File: src/rtl/sbinit_tx_ctrl.sv
// SBINIT transmit-side controller: requests the sideband clock pattern, then exchanges
// the Out-of-Reset and done request/response messages with the link partner.
module sbinit_tx_ctrl #(
    parameter int SB_MSG_WIDTH        = 4,
    parameter int MSG_OUT_OF_RESET    = 1,
    parameter int MSG_DONE_REQ        = 2,
    parameter int MSG_DONE_RESP       = 3,
    parameter int TIMEOUT_CYCLES      = 1000,
    parameter int PATTERN_WINDOW      = 64,
    parameter int MAX_PATTERN_RETRIES = 3
) (
    input  logic                    i_clk,
    input  logic                    i_rst_n,
    input  logic                    i_SBINIT_en,
    input  logic                    i_start_pattern_done,
    input  logic [SB_MSG_WIDTH-1:0] i_decoded_SB_msg,
    input  logic                    i_rx_valid,
    input  logic                    i_SB_Busy,
    output logic                    o_start_pattern_req,
    output logic [SB_MSG_WIDTH-1:0] o_encoded_SB_msg_tx,
    output logic                    o_valid_tx,
    output logic                    o_SBINIT_end_tx,
    output logic                    o_SBINIT_error,
    output logic [2:0]              o_current_state
);

    localparam int TMO_W = $clog2(TIMEOUT_CYCLES + 1);
    localparam int WIN_W = $clog2(PATTERN_WINDOW + 1);
    localparam int RTY_W = $clog2(MAX_PATTERN_RETRIES + 1);

    localparam logic [TMO_W-1:0] TMO_LAST = TMO_W'(TIMEOUT_CYCLES - 1);
    localparam logic [WIN_W-1:0] WIN_LAST = WIN_W'(PATTERN_WINDOW - 1);
    localparam logic [RTY_W-1:0] RTY_MAX  = RTY_W'(MAX_PATTERN_RETRIES);

    localparam logic [SB_MSG_WIDTH-1:0] CODE_OOR  = SB_MSG_WIDTH'(MSG_OUT_OF_RESET);
    localparam logic [SB_MSG_WIDTH-1:0] CODE_DREQ = SB_MSG_WIDTH'(MSG_DONE_REQ);
    localparam logic [SB_MSG_WIDTH-1:0] CODE_DRSP = SB_MSG_WIDTH'(MSG_DONE_RESP);

    typedef enum logic [2:0] {
        ST_IDLE         = 3'd0,
        ST_PATTERN      = 3'd1,
        ST_OUT_OF_RESET = 3'd2,
        ST_DONE_REQ     = 3'd3,
        ST_END          = 3'd4,
        ST_ERROR        = 3'd5
    } state_t;

    state_t                  state_q, state_d;
    logic [TMO_W-1:0]        tmo_q, tmo_d;
    logic [WIN_W-1:0]        win_q, win_d;
    logic [RTY_W-1:0]        rty_q, rty_d;
    logic                    sent_q, sent_d;
    logic                    seen_q, seen_d;
    logic                    req_q, req_d;
    logic                    vld_q, vld_d;
    logic                    end_q, end_d;
    logic                    err_q, err_d;
    logic [SB_MSG_WIDTH-1:0] msg_q, msg_d;

    logic                    tmo_at_max;
    logic [TMO_W-1:0]        tmo_inc;
    logic [SB_MSG_WIDTH-1:0] tx_code;
    logic [SB_MSG_WIDTH-1:0] rx_code;
    logic                    in_msg_state;

    always_comb begin
        tmo_at_max   = (tmo_q == TMO_LAST);
        tmo_inc      = tmo_at_max ? tmo_q : tmo_q + TMO_W'(1);
        in_msg_state = (state_q == ST_OUT_OF_RESET) || (state_q == ST_DONE_REQ);
        tx_code      = (state_q == ST_DONE_REQ) ? CODE_DREQ : CODE_OOR;
        rx_code      = (state_q == ST_DONE_REQ) ? CODE_DRSP : CODE_OOR;
    end

    always_comb begin
        state_d = state_q;
        tmo_d   = tmo_q;
        win_d   = win_q;
        rty_d   = rty_q;
        sent_d  = sent_q;
        seen_d  = seen_q;
        req_d   = 1'b0;
        vld_d   = 1'b0;
        msg_d   = msg_q;
        end_d   = end_q;
        err_d   = err_q;

        if (!i_SBINIT_en) begin
            state_d = ST_IDLE;
            tmo_d   = '0;
            win_d   = '0;
            rty_d   = '0;
            sent_d  = 1'b0;
            seen_d  = 1'b0;
            msg_d   = '0;
            end_d   = 1'b0;
            err_d   = 1'b0;
        end else begin
            case (state_q)
                ST_IDLE: begin
                    state_d = ST_PATTERN;
                    req_d   = 1'b1;
                    tmo_d   = '0;
                    win_d   = '0;
                    rty_d   = '0;
                end
                ST_PATTERN: begin
                    if (i_start_pattern_done) begin
                        state_d = ST_OUT_OF_RESET;
                        tmo_d   = '0;
                        win_d   = '0;
                        rty_d   = '0;
                        sent_d  = 1'b0;
                        seen_d  = 1'b0;
                    end else if ((win_q == WIN_LAST) && (rty_q == RTY_MAX)) begin
                        state_d = ST_ERROR;
                        err_d   = 1'b1;
                        tmo_d   = '0;
                    end else if (tmo_at_max) begin
                        state_d = ST_ERROR;
                        err_d   = 1'b1;
                        tmo_d   = '0;
                    end else if (win_q == WIN_LAST) begin
                        // Window expired with retries left: ask for the pattern again.
                        req_d = 1'b1;
                        rty_d = rty_q + RTY_W'(1);
                        win_d = '0;
                        tmo_d = tmo_inc;
                    end else begin
                        win_d = win_q + WIN_W'(1);
                        tmo_d = tmo_inc;
                    end
                end
                ST_OUT_OF_RESET, ST_DONE_REQ: begin
                    if (sent_q && seen_q) begin
                        state_d = (state_q == ST_DONE_REQ) ? ST_END : ST_DONE_REQ;
                        end_d   = (state_q == ST_DONE_REQ);
                        tmo_d   = '0;
                        sent_d  = 1'b0;
                        seen_d  = 1'b0;
                    end else if (tmo_at_max) begin
                        state_d = ST_ERROR;
                        err_d   = 1'b1;
                        tmo_d   = '0;
                        sent_d  = 1'b0;
                        seen_d  = 1'b0;
                    end else begin
                        tmo_d = tmo_inc;
                        if (!sent_q && !i_SB_Busy) begin
                            vld_d  = 1'b1;
                            msg_d  = tx_code;
                            sent_d = 1'b1;
                        end
                        if (in_msg_state && i_rx_valid && (i_decoded_SB_msg == rx_code)) begin
                            seen_d = 1'b1;
                        end
                    end
                end
                ST_END: begin
                    end_d = 1'b1;
                end
                ST_ERROR: begin
                    err_d = 1'b1;
                end
                default: begin
                    state_d = ST_IDLE;
                end
            endcase
        end
    end

    always_ff @(posedge i_clk or negedge i_rst_n) begin
        if (!i_rst_n) begin
            state_q <= ST_IDLE;
            tmo_q   <= '0;
            win_q   <= '0;
            rty_q   <= '0;
            sent_q  <= 1'b0;
            seen_q  <= 1'b0;
            req_q   <= 1'b0;
            vld_q   <= 1'b0;
            msg_q   <= '0;
            end_q   <= 1'b0;
            err_q   <= 1'b0;
        end else begin
            state_q <= state_d;
            tmo_q   <= tmo_d;
            win_q   <= win_d;
            rty_q   <= rty_d;
            sent_q  <= sent_d;
            seen_q  <= seen_d;
            req_q   <= req_d;
            vld_q   <= vld_d;
            msg_q   <= msg_d;
            end_q   <= end_d;
            err_q   <= err_d;
        end
    end

    assign o_start_pattern_req = req_q;
    assign o_valid_tx          = vld_q;
    assign o_encoded_SB_msg_tx = msg_q;
    assign o_SBINIT_end_tx     = end_q;
    assign o_SBINIT_error      = err_q;
    assign o_current_state     = state_q;

endmodule

File: config.mk
export PLATFORM = sky130hd
export DESIGN_NAME = sbinit_tx_ctrl
export DESIGN_NICKNAME = d
export VERILOG_FILES = /design/src/rtl/sbinit_tx_ctrl.sv
export SDC_FILE = /design/constraint.sdc
export NUM_CORES = 1
export LEC_CHECK = 0
export ABC_AREA = 1
export CORE_UTILIZATION = 50
export CTS_CLUSTER_DIAMETER = 80
export CTS_CLUSTER_SIZE = 16
export DETAILED_ROUTE_END_ITERATION = 7
export GPL_ROUTABILITY_DRIVEN = 0
export PLACE_DENSITY_LB_ADDON = 0.1
export SLEW_MARGIN = 10
export SYNTH_ARGS = -nofsm -noshare
export SYNTH_HDL_FRONTEND = slang
export SYNTH_SLANG_ARGS = --single-unit
File: constraint.sdc
create_clock -name i_clk -period 2.05 [get_ports i_clk]
set_input_delay 0.5125 -clock i_clk [delete_from_list [all_inputs] [get_ports i_clk]]
set_output_delay 0.5125 -clock i_clk [all_outputs]
set_load 0.01 [all_outputs]
# Word-level counts from Yosys, hierarchy flattened
# Cells that the tools add are included.
totals:
  output_inout_bits: 11
  word_cells: 123
  ff_bits: 32
classes:
  n_mux: 63
  eq_ne: 28
  n_addsub: 3
  reduce_logical: 18
ops:
  columns: ["cell", "count"]
  rows:
  - ["two-way mux 10 bit", 5]
  - ["two-way mux 7 bit", 5]
  - ["case mux 10 bit (3 select lines)", 1]
  - ["two-way mux 1 bit", 26]
  - ["two-way mux 4 bit", 5]
  - ["two-way mux 3 bit", 6]
  - ["two-way mux 2 bit", 7]
  - ["case mux 7 bit (2 select lines)", 1]
  - ["!= test 3 bit (second input constant)", 4]
  - ["!= test 4 bit (second input constant)", 3]
  - ["case mux 3 bit (4 select lines)", 1]
  - ["AND reduction 3 bit", 4]
  - ["adder 10 x 1 -> 10 bit (second input constant)", 1]
  - ["== test 10 bit (second input constant)", 1]
  - ["!= test 5 bit (second input constant)", 2]
  - ["!= test 3 x 1 -> 1 bit (second input constant)", 3]
  - ["!= test 4 x 1 -> 1 bit (second input constant)", 2]
  - ["case mux 1 bit (2 select lines)", 4]
  - ["AND reduction 4 bit", 2]
  - ["adder 7 x 1 -> 7 bit (second input constant)", 1]
  - ["== test 7 x 6 -> 1 bit (second input constant)", 1]
  - ["== test 3 x 2 -> 1 bit (second input constant)", 2]
  - ["== test 3 bit (second input constant)", 2]
  - ["!= test 2 bit (second input constant)", 3]
  - ["other kinds (13)", 20]

# Logic depth before layout (Yosys ltp)
# Gate-level depths: netlist of run 1.
logic_depth:
  ltp_word: 9
  depth_mapped: 10
  mapped_depth_nobuf: 10

# Worst setup path after synthesis of run 1
# OpenSTA, ideal clock, no wires.
synth_timing:
  kind: "register -> register"
  from: "reg tmo_q[0]"
  to: "reg win_q[6]"
  slack_ns: 0.527
  stages_incl_launch_ff: 10
  required_time_ns: 1.930
  t_arrival_ns: 1.404
  path_cell_list: "dfrtp_1 -> ha_1 -> nand3_1 -> nor2_1 -> nand2_1 -> nand2_1 -> nand2_2 -> nand2_4 -> o21ai_0 -> inv_1"
synth_between:
  elab_chain_len: 3
synth_lines:
  columns: ["item", "line_no", "text"]
  rows:
  - ["from (decl)", "49", "logic [TMO_W-1:0] tmo_q, tmo_d;"]
  - ["from (signal assigned)", "186", "tmo_q <= tmo_d;"]
  - ["== test 10 bit", "67", "tmo_at_max = (tmo_q == TMO_LAST);"]
  - ["!= test 4 bit (no line)", null, null]
  - ["AND reduction 3 bit (no line)", null, null]
  - ["to (signal assigned)", "187", "win_q <= win_d;"]
  - ["to (decl)", "50", "logic [WIN_W-1:0] win_q, win_d;"]
# Every way passes these cells.
# A chain may end at the register's enable or synchronous reset.

# Worst setup path after layout of run 1
layout_timing:
  from: "reg state_q[1], in the netlist o_current_state[1]"
  to: "out o_current_state[1]"
layout_lines:
  columns: ["item", "line_no", "text"]
  rows:
  - ["from (decl)", "48", "state_t state_q, state_d;"]
  - ["from (signal assigned)", "185", "state_q <= state_d;"]
  - ["to (decl)", "24", "output logic [2:0] o_current_state"]
# No word-level cell between the ends.

==> metrics.txt, run 1 <==
combinational power share between 10% and 20%; site row count 21; post-synthesis cell type count 31; Max Cap Viol 0; 1st-pass router iterations 6; Sw Pwr 344 µW; internal power 853 µW; CP arrival ~1400 ps; Cell Pwr Density 560 mW/mm²; Routed WL 3.69 mm; Peak Freq 0.521 GHz; initial antenna violation count 0; Syn Area/Cell 7.33 µm²; final hold violations 0; clk root buf clkbuf_4; post-CTS setup buffer count 0; total gr overflow 0; global-route wire length before repair 6.98 mm; PortBufs 18; GRT Total Usage roughly 22%; Mapped Area 0.00183 mm²; top cells by area, synth dfrtp_1, nand2_1, nand3_1, inv_1, nor2_1; Post-synth EDFFs 0; Initial Utilization 53.4%; Worst EP required 1540 ps; CP endpoint kind primary output; leading area contributor after synthesis dfrtp_1; Top delay family on crit path buffers and inverters; Hold-fix buffers, CTS 0; final setup vio count 0; Area after DPL 0.00208 mm²; WL/cell 11.5 µm; Setup TNS Final 0 ps; CP Launch Type flop; Post-Layout Cell Count 322; skew final about 11 ps; dpl hpwl 2.77 mm; placed cells 314; Die Y 62.4 µm; Crit Path Category reg -> out; top_reg_cell synth dfrtp_1; most common cell after layout, fill and taps aside nand2_1; Vias 1586; Post-synth ARST share 100%; Yosys reg bits 30; # IOs 21; sequential fraction of the synthesis area 41.1%; Syn-to-layout area delta 17.3%; Mapped Cells between 200 and 250; Clock transition at path regs 90 ps; CTS tree yes; Bufs and invs on worst path 1; drt via density 4.93; hold_ws between 400 and 500 ps; share of the synthesized area in the top cell type 41.1%; DR DRC count 0; post-route cell area 0.00214 mm²; Peak supply drop 333 µV; RSZ-0062 raised after global routing false; fin nets around 290; switching share of power 28.8%; largest net degree at the start of global routing 31; layout cells sized above 1 12.0%; fin crit period 1920 ps; core region area 0.00342 mm²; crit share post-route 93.6%; CP Cell Sequence clkdlybuf4s50_1; CTS buffer count 5; final slew viol count 0; maximum root-to-sink buffer count 2; outcome finished clean; Chip Width roughly 62 µm; hold crit path type reg -> reg; # clock sinks 30; synth warn 0; critical path's largest stage delay 580 ps; LEAKAGE 1.04 nW; iteration-0 DRC count of the detailed router 56; sequential power share 52.0%; H-tree depth 2; vias in the first global route 1625; antenna-violating nets left 0; Clock power frac 31.1%; later-pin clock latency in the skew report 330 ps; diodes inserted 0; most frequent cells in the layout nand2_1, inv_1, dfrtp_1, nand3_1, clkdlybuf4s50_1; CP max stage cell clkdlybuf4s50_1; highest net fanout along the worst path 5; die area 0.00390 mm²
-- tightest hold or removal path, cell delays in order, from the launching register on --
cell and delay (ps):
dfrtp_1 350, nand2_1 50, nand2_1 50
-- repair_timing --
| action | 4_1_cts | 5_1_grt |
|---|---|---|
| setup endpoints to repair | 1 | 0 |
| resized for setup | 1 | 0 |
| hold endpoints to repair | 0 | 0 |
-- power groups by stage --
stage               Sequential, mW  Clock, mW  Combinational, mW
floorplan                    0.636          0              0.122
global placement             0.635          0              0.203
detailed placement           0.635          0              0.203
CTS                          0.623      0.389              0.204
global route                 0.626      0.412              0.231
finish                       0.623      0.372              0.202
-- synth_stat cells (all sizes together), types with 3 or more instances --
cell,count
xor2,4
inv,32
ha,3
nand4,4
nor2,22
nand3,23
nand2,81
nor3,7
a21oi,4
dfrtp,30
buf,4
o21ai,21
-- routing by layer --
| layer | routed length (µm) | global-route usage [%] | vias to the layer above |
|---|---|---|---|
| met4 | 62 | 8.72 | 0 |
| met3 | 150 | 4.38 | 7 |
| met1 | 1850 | 30.1 | 704 |
| li1 | - | - | 844 |
| met2 | 1630 | 35.3 | 31 |
| met5 | 0 | 0 | - |
-- through the flow --
step | util [%] | setup slack [ps] | total power [mW]
finish | 62.7 | 132 | 1.20
CTS | 62.7 | 107 | 1.22
floorplan | - | 527 | 0.757
global placement | 60.8 | 175 | 0.838
detailed placement | 60.8 | 131 | 0.838
global route | 62.7 | 67.7 | 1.27
-- registers in the layout, indices dropped and copies added, names as in the netlist --
signal and flops:
o_SBINIT_end_tx 1, o_SBINIT_error 1, o_current_state 3, o_encoded_SB_msg_tx 2
o_start_pattern_req 1, o_valid_tx 1, rty_q 2, seen_q 1
sent_q 1, tmo_q 10, win_q 7
-- cell families after synthesis --
kind of cell	count (synthesis)	share of synthesized area [%]
AND/OR/NAND/NOR	139	35.0
buffers and inverters	38	8.36
AO/OA/AOI/OAI	31	9.80
flip-flops	30	41.1
XOR/XNOR	6	2.88
adder cells (fa/ha/maj)	3	2.06
other	1	0.205
multiplexers	1	0.548
-- path summary, 6_finish.rpt --
check | end | from | cells after the start | slack (ps)
min | rty_q[1] | rty_q[1] | 2 | 490
max reg2reg | win_q[6] | tmo_q[0] | 9 | 270
min in group asynchronous | win_q[1] | i_rst_n | 2 | 550
max | o_current_state[1] | o_current_state[1] | 1 | 130
max in group asynchronous | o_current_state[2] | i_rst_n | 2 | 1200
min reg2reg | rty_q[1] | rty_q[1] | 2 | 490
-- cell type report --
type,count,area (µm²)
clock buffers,6,51.3
inverters,33,124
well taps,46,57.6
fillers,337,1270
repair buffers,23,218
flip-flops and latches,30,752
clock inverters,2,12.5
multi-input cells,182,926
Note: power is estimated with default switching activity, not from simulation.
==> run 2, diff against run 1 <==
--- a/config.mk
+++ b/config.mk
@@ -6,7 +6,7 @@
 export NUM_CORES = 1
 export LEC_CHECK = 0
 export ABC_AREA = 1
-export CORE_UTILIZATION = 50
+export CORE_UTILIZATION = 55
 export CTS_CLUSTER_DIAMETER = 80
 export CTS_CLUSTER_SIZE = 16
 export DETAILED_ROUTE_END_ITERATION = 7
==> run 2 against run 1 <==
Against the previous run:
- critical path depth is the same
- flip-flop and latch count is the same
- die area shrank 8.8%
- via count grew 4.0%
- clock skew grew 4.4 ps
- clock power grew 2%
- largest cell class unchanged
- highest routed layer unchanged
==> metrics.txt, run 2 (same netlist as run 1, synthesis figures left out) <==
final hold violations 0; final setup vio count 0; Chip Width 59.6 µm; PortBufs 18; diodes inserted 0; Initial Utilization a little under 60%; Die Y 59.6 µm; initial antenna violation count 0; later-pin clock latency in the skew report 340 ps; CP Launch Type flop; iteration-0 DRC count of the detailed router 46; largest register by flop count tmo_q; # IOs 21; Critical Path Start o_current_state[1]; critical path's largest stage delay 590 ps; # clock sinks 30; Clock transition at path regs 100 ps; post-CTS setup buffer count 0; Syn-to-layout area delta 16.9%; layout cells sized above 1 11.6%; CP max stage cell clkdlybuf4s50_1; highest net fanout along the worst path 5; CP Cell Sequence clkdlybuf4s50_1; hold wc startpoint rty_q[1]; Hold Path Depth 2; vias in the first global route ~1.5k; most common cell after layout, fill and taps aside nand2_1; CP endpoint kind primary output; Worst R2R Path Depth 9; hold crit path type reg -> reg; Top delay family on crit path buffers and inverters; Routed WL 3.69 mm; drt via density around 5; Bufs and invs on worst path 1; final slew viol count 0; # fillers 288; Post-Layout Cell Count 320; clk root buf clkbuf_4; dpl hpwl approximately 2.8 mm; skew final 15.2 ps; fin crit period 1940 ps; CTS tree yes; Worst EP required approximately 1500 ps; largest net degree at the start of global routing 31; Max Cap Viol 0; fin nets 288; H-tree depth 2; RSZ-0062 raised after global routing false; die area 0.00355 mm²; Vias 1649; placed cells ~310; Hold EP rty_q[1]; outcome finished clean; crit share post-route 94.4%; Peak supply drop 283 µV; WL/cell 11.5 µm; maximum root-to-sink buffer count 2; CP arrival ~1400 ps; reg-to-reg slack, setup 300 ps; DR DRC count 0; Crit Path Category reg -> out; core region area 0.00310 mm²; site row count 20; R2R Path Start tmo_q[0]; r2r endpoint win_q[6]; 1st-pass router iterations 4; Setup TNS Final 0 ps; Cell Pwr Density approximately 560 mW/mm²; max reg flops 10; CTS buffer count 5; most frequent cells in the layout nand2_1, inv_1, dfrtp_1, nand3_1, clkdlybuf4s50_1; GRT Total Usage 25.0%; LEAKAGE about 1.0 nW; antenna-violating nets left 0; total gr overflow 0; global-route wire length before repair approximately 6.5 mm; Peak Freq 0.517 GHz
[run 2: cell count changes in the layout (fill, tap and decap cells not counted)]
| cell | before | now |
|---|---|---|
| clkinvlp_4 | 1 | 0 |
| clkbuf_1 | 0 | 1 |
[run 2: worst max-delay path by stage]
stage	to	slack (ps)	cells after the start
2_1_floorplan	win_q[6]	530	9
3_3_place_gp	tmo_q[7]	190	5
3_5_place_dp	tmo_q[3]	140	5
4_1_cts	o_current_state[1]	100	1
5_1_grt	o_current_state[2]	70	1
6_report	o_current_state[1]	110	1
[run 2: metrics by stage]
stage,total power [mW],hold slack [ps],utilization (%),setup slack [ps],cell area (µm²)
4_1_cts,1.22,490,68.8,102,2130
3_3_place_gp,0.837,465,66.8,193,2070
6_report,1.20,491,68.8,114,2130
3_5_place_dp,0.838,468,66.8,143,2070
5_1_grt,1.27,523,68.8,65.4,2130
2_1_floorplan,0.757,217,-,527,1830
[run 2: layout make-up]
cell class | instances | area [µm²] | area share, %
inverter | 33 | 124 | 5.80
timing repair buffer | 23 | 218 | 10.2
clock buffer | 7 | 55.1 | 2.58
tap | 44 | 55.1 | 2.58
sequential | 30 | 752 | 35.2
clock inverter | 1 | 5.00 | 0.234
multi-input combinational | 182 | 926 | 43.4
[run 2: report_power, final]
group	internal, mW	total [mW]	switching (mW)
sequential	0.608	0.622	0.0141
combinational	0.0810	0.203	0.122
clock	0.166	0.379	0.213
total	0.855	1.20	0.349
[run 2: timing repair]
item	4_1_cts	5_1_grt
setup endpoints to repair	1	0
resized for setup	1	0
hold buffers	0	0
endpoints found under the hold margin	0	0
[run 2: layer usage]
layer / vias to the layer above / part of all wire (%) / global-route usage [%]
met5: - / 0 / 0
met4: 0 / 1.6 / 10.3
met3: 6 / 5.4 / 6.33
met2: 43 / 47 / 40.6
met1: 751 / 46 / 31.7
li1: 849 / - / -
[run 2: worst reg2reg max path, stage by stage, from the launching register on]
cell and delay (ps):
dfrtp_1 430, ha_1 250, nand3_1 110, nor2_1 40, nand2_1 190, nand2_1 200, nand2_2 120, nand2_4 80
o21ai_0 160, inv_1 50
